File: config.mk
export PLATFORM = sky130hd
export DESIGN_NAME = mac_accumulator
export DESIGN_NICKNAME = d
export VERILOG_FILES = /design/src/rtl/mac_accumulator_pkg.sv /design/src/rtl/mac_accumulator_round_sat.sv /design/src/rtl/mac_accumulator.sv
export SDC_FILE = /design/constraint.sdc
export NUM_CORES = 1
export LEC_CHECK = 0
export BUFFER_PORTS_ARGS = -buffer_cell sky130_fd_sc_hd__buf_2
export CORE_AREA = 2 2 272 207
export CTS_CLUSTER_SIZE = 12
export DETAILED_ROUTE_END_ITERATION = 16
export DIE_AREA = 0 0 274 209
export PLACE_DENSITY = 0.52
export REMOVE_ABC_BUFFERS = 1
export SKIP_CTS_REPAIR_TIMING = 1
export SYNTH_ARGS = -nofsm -noshare
export SYNTH_HDL_FRONTEND = slang
export SYNTH_SLANG_ARGS = --single-unit
File: constraint.sdc
create_clock -name clk -period 4.6 [get_ports clk]
set_input_delay 0.46 -clock clk [delete_from_list [all_inputs] [get_ports clk]]
set_output_delay 0.46 -clock clk [all_outputs]
set_load 0.02 [all_outputs]
File: src/rtl/mac_accumulator_pkg.sv
// mac_pkg: shared state encoding, rounding and saturation helpers for mac_accumulator
package mac_pkg;
    typedef enum logic [1:0] {IDLE, ACCUM, HOLD} state_t;

    function automatic longint round_const(input int frac);
        return frac > 0 ? longint'(1) <<< (frac - 1) : longint'(0);
    endfunction

    function automatic longint sat_max(input int width);
        return (longint'(1) <<< (width - 1)) - 1;
    endfunction

    function automatic longint sat_min(input int width);
        return -(longint'(1) <<< (width - 1));
    endfunction
endpackage

File: src/rtl/mac_accumulator_round_sat.sv
// round_sat: round-half-up, arithmetic shift by FRAC and clamp to a signed WIDTH-bit result
module round_sat
    import mac_pkg::*;
#(
    parameter int WIDTH     = 16,
    parameter int ACC_WIDTH = 40,
    parameter int FRAC      = 15
) (
    input  logic signed [ACC_WIDTH-1:0] acc,
    output logic signed [WIDTH-1:0]     data,
    output logic                        ovf
);
    localparam logic signed [ACC_WIDTH:0] MAXV = (ACC_WIDTH + 1)'(sat_max(WIDTH));
    localparam logic signed [ACC_WIDTH:0] MINV = (ACC_WIDTH + 1)'(sat_min(WIDTH));
    localparam logic signed [ACC_WIDTH:0] RC   = (ACC_WIDTH + 1)'(round_const(FRAC));

    // one guard bit so the rounding constant cannot wrap a near-full accumulator
    logic signed [ACC_WIDTH:0] ext;
    logic signed [ACC_WIDTH:0] shifted;
    logic hi;
    logic lo;

    assign ext     = {acc[ACC_WIDTH-1], acc} + RC;
    assign shifted = ext >>> FRAC;
    assign hi      = shifted > MAXV;
    assign lo      = shifted < MINV;
    assign data    = hi ? MAXV[WIDTH-1:0] : lo ? MINV[WIDTH-1:0] : shifted[WIDTH-1:0];
    assign ovf     = hi || lo;
endmodule

File: src/rtl/mac_accumulator.sv
// mac_accumulator: two-stage signed multiply-accumulate over s_last-delimited frames with rounded, saturated output
module mac_accumulator
    import mac_pkg::*;
#(
    parameter int WIDTH     = 16,
    parameter int ACC_WIDTH = 40,
    parameter int FRAC      = 15
) (
    input  logic                    clk,
    input  logic                    rst,
    input  logic                    clr,
    input  logic                    s_valid,
    output logic                    s_ready,
    input  logic signed [WIDTH-1:0] s_a,
    input  logic signed [WIDTH-1:0] s_b,
    input  logic                    s_last,
    output logic                    m_valid,
    input  logic                    m_ready,
    output logic signed [WIDTH-1:0] m_data,
    output logic                    m_ovf
);
    logic signed [2*WIDTH-1:0]   p_reg;
    logic                        p_valid;
    logic                        p_last;
    logic signed [ACC_WIDTH-1:0] acc;
    logic signed [ACC_WIDTH-1:0] acc_next;
    logic signed [WIDTH-1:0]     result;
    logic                        result_ovf;
    logic                        adv;
    logic                        accept;
    state_t                      state;

    // state is a decode of the pipeline registers; HOLD freezes both stages
    always_comb begin
        state    = (m_valid && !m_ready) ? HOLD : (p_valid || acc != '0) ? ACCUM : IDLE;
        adv      = (state != HOLD) && !clr;
        s_ready  = adv && !rst;
        accept   = s_valid && s_ready;
        acc_next = acc + ACC_WIDTH'(p_reg);
    end

    round_sat #(.WIDTH(WIDTH), .ACC_WIDTH(ACC_WIDTH), .FRAC(FRAC)) u_round_sat (
        .acc  (acc_next),
        .data (result),
        .ovf  (result_ovf)
    );

    always_ff @(posedge clk or posedge rst) begin
        if (rst) begin
            p_reg   <= '0;
            p_valid <= 1'b0;
            p_last  <= 1'b0;
            acc     <= '0;
            m_valid <= 1'b0;
            m_data  <= '0;
            m_ovf   <= 1'b0;
        end else if (clr) begin
            p_valid <= 1'b0;
            p_last  <= 1'b0;
            acc     <= '0;
            m_valid <= 1'b0;
            m_ovf   <= 1'b0;
        end else begin
            if (m_valid && m_ready)
                m_valid <= 1'b0;
            if (adv) begin
                p_reg   <= s_a * s_b;
                p_valid <= accept;
                p_last  <= s_last && accept;
                if (p_valid) begin
                    if (p_last) begin
                        m_data  <= result;
                        m_ovf   <= result_ovf;
                        m_valid <= 1'b1;
                        acc     <= '0;
                    end else begin
                        acc <= acc_next;
                    end
                end
            end
        end
    end
endmodule

==> impl_metrics.tcl, run 1 <==
set metrics [dict create \
    end_kind "flop" \
    pre_cts_slack_ns -2.50 \
    die_y_um 209 \
    layout.cells.non_filler 2851 \
    worst_slack_ns -1.71 \
    clock_latency_ns 0.37 \
    n_antenna_cell 0 \
    yosys-top-cells-area "fa_1 (32%), dfrtp_1 (14%), ha_1 (9.4%)" \
    avgRoutedWirePerCell_um 14.9 \
    failed_checks "negative setup slack" \
    synth-seq-cells 92 \
    clock-sinks 92 \
    htree_levels 3 \
    yosys.area.top_type "fa_1" \
    synth_edf_count 0 \
    antenna_left 0 \
    core_area_sq_um 55000 \
    status "finished, violations left" \
    gp_congestion 0.851 \
    ys_seq_area_share_pct 14.1 \
    via_per_inst 4.71 \
    cp-start-kind "primary input" \
    ys_types 73 \
    initial_core_util_pct 29.6 \
    worstMarginPinSlew_ns 1.10 \
    worst-endpoint-arrival_ns 6.55 \
    ys.warnings.count 0 \
    avgSynthCellArea_sq_um 8.74 \
    vias 13400 \
    dieArea_sq_um 57300 \
    cts_buffers 9 \
    crit_fanout 4 \
    drt_iter0_drc 742 \
    area_delta_synth_final_pct 24.6 \
    final.min_clock_period_ns 6.31 \
    cp.required_ns 4.84 \
    r2r_slack_ns -0.32 \
    async_reset_ff_share_pct 100 \
    hold_violations 0 \
    port_buffers 56 \
    antenna_found_initial 0 \
    root_buffer "clkbuf_16" \
    grt_pass1_vias 14300 \
    final_nets 2538 \
    path_class "in -> reg" \
    slew_violations 0 \
    die_w_um 274 \
    dp_hpwl_um 35600 \
    tritoncts "built" \
    track_usage_pct 15.5 \
    synth_top_cell_area_share_pct 32.4 \
    tns_ns -23.91 \
    drcViolationCount 0 \
    post-route-period-util_pct 137 \
    hold_path.class "in -> async" \
    rsz0062_at_grt "true" \
    pin_count 57 \
    routed_wl_um 42400 \
    dpl.cell_count 2815 \
    relSlewSlack_pct 26.2 \
    rows 75 \
    drtPass1Iterations 6 \
    synth_ff_type "dfrtp_1" \
    drive_gt1_share_pct 21.7 \
    synth_area_sq_um 16300 \
    design_area_sq_um 20300 \
    overflow 0 \
    grt_pass1_wl_um 71900 \
    placed_area_sq_um 19000 \
    clock.fmax_ghz 0.158 \
    clockBufferDepth 2 \
    clock_skew_ns 0.00919 \
    synthCells 1861 \
    clkSlewWorstSetupHoldPaths_ns 0.07 \
    largest_reg_flops 40 \
    setup_violations 37 \
    grt_start_max_net_pins 63 \
    max_cap_viol_count 0 \
]
## area by class of cell
cell class                 count  area (sq um)
clock inverter                 7           145
inverter                     332          1250
fill                        5676         34700
clock buffer                   9           225
multi-input combinational   1367         13000
tap                          731           915
timing repair buffer         313          2450
sequential                    92          2300
## synth_stat cells, drive strengths merged (3+ instances only)
cell / count
and4: 3
nor3: 22
o31ai: 6
nand4: 18
nand2: 249
o21ai: 107
a21o: 27
xor2: 32
nor2: 70
a21boi: 3
o21bai: 11
and2: 114
fa: 263
dfrtp: 92
a211o: 3
inv: 332
o21a: 9
a31o: 3
a211oi: 11
nor4: 5
clkbuf: 63
a31oi: 16
o31a: 5
a21oi: 71
xnor2: 53
nand2b: 17
mux2i: 6
o211ai: 7
ha: 122
nor2b: 14
a2111oi: 3
buf: 7
or2: 5
or3: 9
nand3: 28
a22o: 17
and3: 9
nor3b: 3
or4: 4
## layer usage
metal / track usage, % / share of wire (%) / vias to the layer above
li1: - / - / 6433
met1: 22.2 / 49 / 6787
met2: 25.0 / 46 / 192
met3: 2.39 / 3.9 / 30
met4: 2.40 / 0.94 / 0
met5: 0 / 0 / -
## layout by cell type, fill, tap and decap left out, types with 7 or more instances in the layout
master       n
inv_1      323
fa_1       255
nand2_1    243
buf_4      240
ha_1       109
and2_1     103
dfrtp_1     92
o21ai_0     82
nor2_1      66
a21oi_1     62
xnor2_1     51
buf_2       40
xor2_1      31
a21o_1      27
nand3_1     24
nor3_1      21
nand4_1     17
o21ai_2     17
a22o_1      17
nand2b_1    15
nor2b_1     14
a31oi_1     13
buf_6       13
and2_4      11
clkbuf_16   10
o21a_1       9
o21bai_1     9
and3_1       9
ha_4         9
inv_2        8
fa_2         8
o21ai_1      7
a21oi_2      7
buf_12       7
## worst max-delay path: stages
cell and delay, ns:
buf_6 0.11, and2_4 0.14, fa_1 0.54, inv_1 0.05
fa_1 0.53, fa_1 0.44, fa_1 0.52, inv_1 0.05
fa_1 0.49, inv_1 0.05, fa_1 0.49, inv_2 0.05
ha_4 0.22, buf_6 0.12, nand2_4 0.06, nor2_4 0.04
a311oi_2 0.27, buf_4 0.17, a211oi_4 0.07, o31a_1 0.28
a211o_1 0.35, a31oi_4 0.17, nor2b_1 0.07, o21a_1 0.22
o41ai_2 0.33, xor2_1 0.18, o21ai_1 0.07
## through the flow
step | hold slack (ns) | util (%)
floorplan | 0.445 | -
global placement | 0.464 | 34.6
finish | 0.248 | 36.9
detailed placement | 0.461 | 34.6
CTS | 0.280 | 35.3
global route | 0.330 | 36.9
## logic make-up after synthesis
kind of cell,Yosys count,synth area share (%)
AO/OA/AOI/OAI,315,12.3
multiplexers,8,0.531
XOR/XNOR,85,4.62
buffers and inverters,402,9.36
adder cells (fa/ha/maj),385,41.7
AND/OR/NAND/NOR,574,17.3
flip-flops,92,14.1
## worst paths after layout
kind	from	to	cells after the start
worst max-delay path	s_a[7]	p_reg[30]$_DFFE_PP0P_	27
worst min-delay path	rst	p_valid$_DFFE_PP0P_	2
worst max register to register	acc[0]$_DFFE_PP0P_	m_data[9]$_DFFE_PP0P_	20
worst min register to register	m_data[15]$_DFFE_PP0P_	m_data[15]$_DFFE_PP0P_	2
max in group asynchronous	rst	acc[4]$_DFFE_PP0P_	3
min in group clk	clr	p_last$_DFFE_PP0P_	2
Power of run 1 is left out: the tool's default activity adds up to more than one toggle a clock period on the data nets, which glitch-free logic cannot reach.
==> run 2, diff against run 1 <==
SYNTH_HIERARCHICAL = 1   (was unset)
==> run 2 against run 1 <==
- the run still ends with negative setup slack left
- worst hold slack got worse by 0.039 ns
- synthesized cell count shrank 5.1%
- register-to-register slack improved by 0.37 ns
- critical path depth decreased by 6
- design area up 3.5%
- synthesized area fell by 0.12%
- highest routed layer unchanged
- non-clock buffer count is 20 higher
- worst setup slack improved by 0.70 ns
==> impl_metrics.tcl, run 2 <==
set metrics [dict create \
    via_per_inst 4.63 \
    end_kind "flop" \
    crit_fanout 5 \
    synth_edf_count 0 \
    hold_path.class "in -> async" \
    grt_pass1_wl_um 69000 \
    yosys-top-cells-area "fa_1 (32%), dfrtp_1 (14%), ha_1 (9.4%)" \
    cp.required_ns 4.83 \
    r2r_cells 20 \
    final-seq-area_sq_um 2300 \
    grt_pass1_vias 14000 \
    failed_checks "negative setup slack" \
    clock.fmax_ghz 0.178 \
    drtPass1Iterations 4 \
    yosys.area.top_type "fa_1" \
    root_buffer "clkbuf_16" \
    drive_gt1_share_pct 29.5 \
    track_usage_pct 14.7 \
    slowest_stage "fa_2" \
    cp-start-kind "primary input" \
    synth_top_cell_area_share_pct 32.4 \
    async_reset_ff_share_pct 100 \
    vias 12900 \
    clock_skew_ns 0.00594 \
    initial_core_util_pct 29.6 \
    drcViolationCount 0 \
    cp_common_cell "fa_1" \
    nFillCells 5619 \
    max_stage_delay_ns 0.59 \
    n_antenna_cell 0 \
    ys_types 87 \
    port_buffers 56 \
    cp_cell_sequence "buf_12 -> buf_8 -> nand2_2 -> fa_1 -> fa_2 -> fa_2 -> fa_1 -> inv_1 -> fa_1 -> inv_2 -> fa_1 -> inv_2 -> ha_4 -> or4_4 -> a31o_4 -> a31o_4 -> a21o_1 -> a21o_1 -> a21oi_2 -> xor2_1 -> o21ai_1" \
    layout.cells.non_filler 2786 \
    setup_violations 22 \
    status "finished, violations left" \
    ys.warnings.count 6 \
    grt_start_max_net_pins 51 \
    ys_seq_area_share_pct 14.2 \
    synth_area_sq_um 16300 \
    layout_commonest_cell "inv_1" \
    area_delta_synth_final_pct 29.0 \
    synthCells 1766 \
    dieArea_sq_um 57300 \
    final_core_util_pct 38.1 \
    clkSlewWorstSetupHoldPaths_ns 0.07 \
    die_y_um 209 \
    antenna_found_initial 1 \
    worstReg2RegStart "p_reg[0]$_DFFE_PP0P_" \
    worst-endpoint-arrival_ns 5.84 \
    avgSynthCellArea_sq_um 9.20 \
    clock-sinks 92 \
    clock_latency_ns 0.36 \
    gp_congestion 0.840 \
    synth_ff_type "dfrtp_1" \
    critical_path.top_delay_family "adder cells" \
    synth-seq-cells 92 \
    worst_slack_ns -1.02 \
    antenna_left 0 \
    relSlewSlack_pct 40.6 \
    final.min_clock_period_ns 5.62 \
    largest_reg_flops 40 \
    cp.depth 21 \
    path_class "in -> reg" \
    overflow 0 \
    synthTopCellsByCount "inv_1 (346), fa_1 (263), nand2_1 (194)" \
    htree_levels 3 \
    pre_cts_slack_ns -1.92 \
    rsz0062_at_grt "true" \
    post-route-period-util_pct 122 \
    worstMarginPinSlew_ns 0.890 \
    routed_wl_um 40300 \
    dp_hpwl_um 33600 \
    layout_common_cells "inv_1 (307), buf_4 (249), fa_1 (238), nand2_1 (186), and2_1 (108)" \
    drt_iter0_drc 513 \
    setup.worst_path.start "s_b[1]" \
    core_area_sq_um 55000 \
    rows 75 \
    yosysMostFrequentCell "inv_1" \
    slew_violations 0 \
    timing.critical_path.buf_inv 5 \
    pin_count 57 \
    hold_violations 0 \
    final_nets 2473 \
    die_w_um 274 \
    clockBufferDepth 2 \
    avgRoutedWirePerCell_um 14.5 \
    tritoncts "built" \
    cts_buffers 9 \
    dpl.cell_count 2730 \
    max_cap_viol_count 0 \
    multi_input_area_sq_um 13300 \
]
## run 2: changes by cell type after synthesis, moves of 18 or more
cell and change:
a22o_1 +19, nor2_1 -18, and2_1 +19, nand2_1 -55
a21oi_1 -19, o21ai_0 -53
## run 2: cell families (layout without fill, tap and decap cells)
group | count (synthesis) | count (layout) | share of synthesized area (%)
AOI/OAI and AO/OA | 292 | 292 | 13.1
adders and majority gates | 385 | 385 | 41.8
buffers and inverters | 406 | 695 | 9.70
muxes | 19 | 19 | 1.29
DFF | 92 | 92 | 14.2
xor gates and xnor gates | 90 | 90 | 4.85
and+or+nand+nor | 482 | 482 | 15.1
## run 2: area by class of cell
class	instances	share of cell area [%]
clock buffer	11	1.16
clock inverter	5	0.179
inverter	346	6.24
multi-input combinational	1268	63.6
sequential	92	11.0
tap	731	4.36
timing repair buffer	333	13.5
## run 2: worst paths after layout
| kind | slack, ns | to |
|---|---|---|
| worst max register to register | 0.05 | m_data[10]$_DFFE_PP0P_ |
| worst min register to register | 0.50 | p_reg[3]$_DFFE_PP0P_ |
| worst max-delay path | -1.02 | p_reg[18]$_DFFE_PP0P_ |
| min in group clk | 0.35 | p_last$_DFFE_PP0P_ |
| max in group asynchronous | 3.38 | p_reg[0]$_DFFE_PP0P_ |
| worst min-delay path | 0.21 | acc[36]$_DFFE_PP0P_ |
## run 2: routing by layer
layer  vias to the layer above  share of wire, %  track usage (%)
li1                       6191                 -                -
met1                      6513                49             21.0
met2                       165                47             24.3
met3                        38               3.1             2.16
met4                         0               1.1             1.87
met5                         -                 0                0
## run 2: through the flow
stage | setup TNS [ns] | hold WS (ns) | cell area, sq um
finish | -16.08 | 0.209 | 21000
global route | -21.53 | 0.274 | 21000
CTS | -28.98 | 0.235 | 19300
detailed placement | -37.23 | 0.480 | 19000
global placement | -34.73 | 0.472 | 19000
floorplan | -31.20 | 0.445 | 16000
## run 2: worst reg2reg max path: stages, from the launching register on
cell and delay, ns:
dfrtp_1 0.38, ha_2 0.20, fa_2 0.35, a211oi_2 0.19, or3_4 0.18, a21oi_4 0.07, o21ai_4 0.18, a31oi_4 0.12
a221o_4 0.45, a31o_4 0.26, xor2_2 0.14, nand4_1 0.21, nor4_4 0.27, buf_6 0.19, and2_4 0.17, a31oi_4 0.07
and4bb_1 0.32, a31o_4 0.23, buf_12 0.15, o21ai_2 0.06, mux2_4 0.26
Power of run 2 is left out for the same reason.
==> run 3, diff against run 2 <==
ABC_AREA = 1   (was unset)
CORE_AREA = 2 2 292 222   (was 2 2 272 207)
DIE_AREA = 0 0 294 224   (was 0 0 274 209)
==> run 3 against run 2 <==
- the run still ends with negative setup slack left
- synthesized area grew 15%
- die area increased by 15%
- clock skew grew 0.0071 ns
==> impl_metrics.tcl, run 3 <==
set metrics [dict create \
    final_nets 3343 \
    avgSynthCellArea_sq_um 6.91 \
    worst-endpoint-arrival_ns 5.41 \
    die_w_um 294 \
    cp.required_ns 4.87 \
    root_buffer "clkbuf_16" \
    crit_fanout 8 \
    failed_checks "negative setup slack" \
    grt_pass1_wl_um 86500 \
    tritoncts "built" \
    clock_skew_ns 0.0130 \
    cp-start-kind "primary input" \
    dieArea_sq_um 65900 \
    rows 80 \
    clock-sinks 92 \
    path_class "in -> reg" \
    clkSlewWorstSetupHoldPaths_ns 0.08 \
    rsz0062_at_grt "true" \
    setup_violations 23 \
    gp_congestion 0.899 \
    layout_common_cells "nand2_1 (810), inv_1 (592), fa_1 (237), buf_4 (176), nor2_1 (115)" \
    vias 16700 \
    layout_commonest_cell "nand2_1" \
    post-route-period-util_pct 112 \
    avgRoutedWirePerCell_um 14.4 \
    hold_violations 0 \
    via_per_inst 4.47 \
    slowest_stage "fa_2" \
    end_kind "flop" \
    hold_path.class "in -> async" \
    antenna_left 0 \
    clockBufferDepth 2 \
    grt_pass1_vias 16500 \
    pre_cts_slack_ns -1.37 \
    largest_reg_flops 40 \
    final.min_clock_period_ns 5.14 \
    slew_violations 0 \
    area_delta_synth_final_pct 26.7 \
    initial_core_util_pct 29.7 \
    timing.critical_path.buf_inv 7 \
    cts_buffers 9 \
    synth_area_sq_um 18700 \
    cp_cell_sequence "buf_12 -> buf_8 -> nand2_4 -> inv_4 -> fa_2 -> fa_2 -> buf_6 -> fa_1 -> fa_2 -> fa_1 -> inv_1 -> fa_1 -> inv_2 -> ha_4 -> nand2_4 -> nor2_4 -> inv_2 -> nor3_2 -> nand3_1 -> nand3_1 -> nand2_1 -> nand3_1 -> nand2_1" \
    routed_wl_um 53800 \
    clock_latency_ns 0.38 \
    worstMarginPinSlew_ns 0.850 \
    grt_start_max_net_pins 66 \
    pin_count 57 \
    port_buffers 56 \
    max_stage_delay_ns 0.65 \
    drtPass1Iterations 5 \
    overflow 0 \
    drive_gt1_share_pct 23.9 \
    max_cap_viol_count 0 \
    drcViolationCount 0 \
    critical_path.top_delay_family "adder cells" \
    die_y_um 224 \
    synthCells 2704 \
    core_area_sq_um 63000 \
    clock.fmax_ghz 0.194 \
    worst_slack_ns -0.545 \
    drt_iter0_drc 1075 \
    htree_levels 3 \
    status "finished, violations left" \
    track_usage_pct 16.6 \
    dp_hpwl_um 44800 \
    n_antenna_cell 0 \
    antenna_found_initial 0 \
    ys.warnings.count 6 \
    relSlewSlack_pct 43.3 \
]
## run 3: final timing paths
path                                       start  slack, ns               endpoint  cells past startpoint
max in group asynchronous                    rst       3.40    acc[34]$_DFFE_PP0P_                      3
min in group clk                          s_last       0.30     p_last$_DFFE_PP0P_                      3
max                                      s_a[15]      -0.54  p_reg[27]$_DFFE_PP0P_                     23
min reg2reg                  acc[28]$_DFFE_PP0P_       0.48    acc[28]$_DFFE_PP0P_                      2
min                                          rst       0.24     p_last$_DFFE_PP0P_                      2
max reg2reg                p_reg[21]$_DFFE_PP0P_       0.51  m_data[6]$_DFFE_PP0P_                     25
## run 3: layer usage
layer | GRT usage [%] | wire [um]
met1 | 25.7 | 27700
met2 | 24.5 | 22500
met3 | 2.67 | 3090
met4 | 2.06 | 360
met5 | 0 | 36
## run 3: cell type report
class	instances	area (sq um)
fillers	6604	39300
well taps	820	1030
clock inverters	6	77.6
clock buffers	10	239
inverters	677	2560
repair buffers	282	2490
flip-flops and latches	92	2300
multi-input cells	1858	15000
## run 3: worst register-to-register path, stage by stage (launching register included)
cell	delay, ns
dfrtp_1	0.44
ha_1	0.39
nand2_1	0.10
nand2_1	0.09
inv_1	0.06
nand2_1	0.09
a21oi_1	0.54
nor2_1	0.12
nor2_1	0.21
nand2_1	0.08
nand2_1	0.07
and2_1	0.20
nand2_1	0.09
nor2_1	0.22
nand2_1	0.08
nor2_1	0.18
nand2_1	0.09
nand2_1	0.07
nand2_1	0.06
nand2_1	0.07
nor2_2	0.04
nand3_2	0.08
nand2_4	0.14
nand2_1	0.15
nand2_1	0.07
mux2_2	0.26
## run 3: metrics by stage
step                instances  setup TNS [ns]  hold WS (ns)  utilization [%]  cell area, sq um
detailed placement       3697          -28.24         0.470             33.6             21200
finish                   3745           -7.96         0.237             37.6             23700
global route             3745          -12.10         0.306             37.6             23700
global placement         3697          -28.29         0.470             33.6             21200
CTS                      3713          -18.55         0.269             34.1             21500
floorplan                2627          -13.42         0.448                -             18400
Power of run 3 is left out for the same reason.
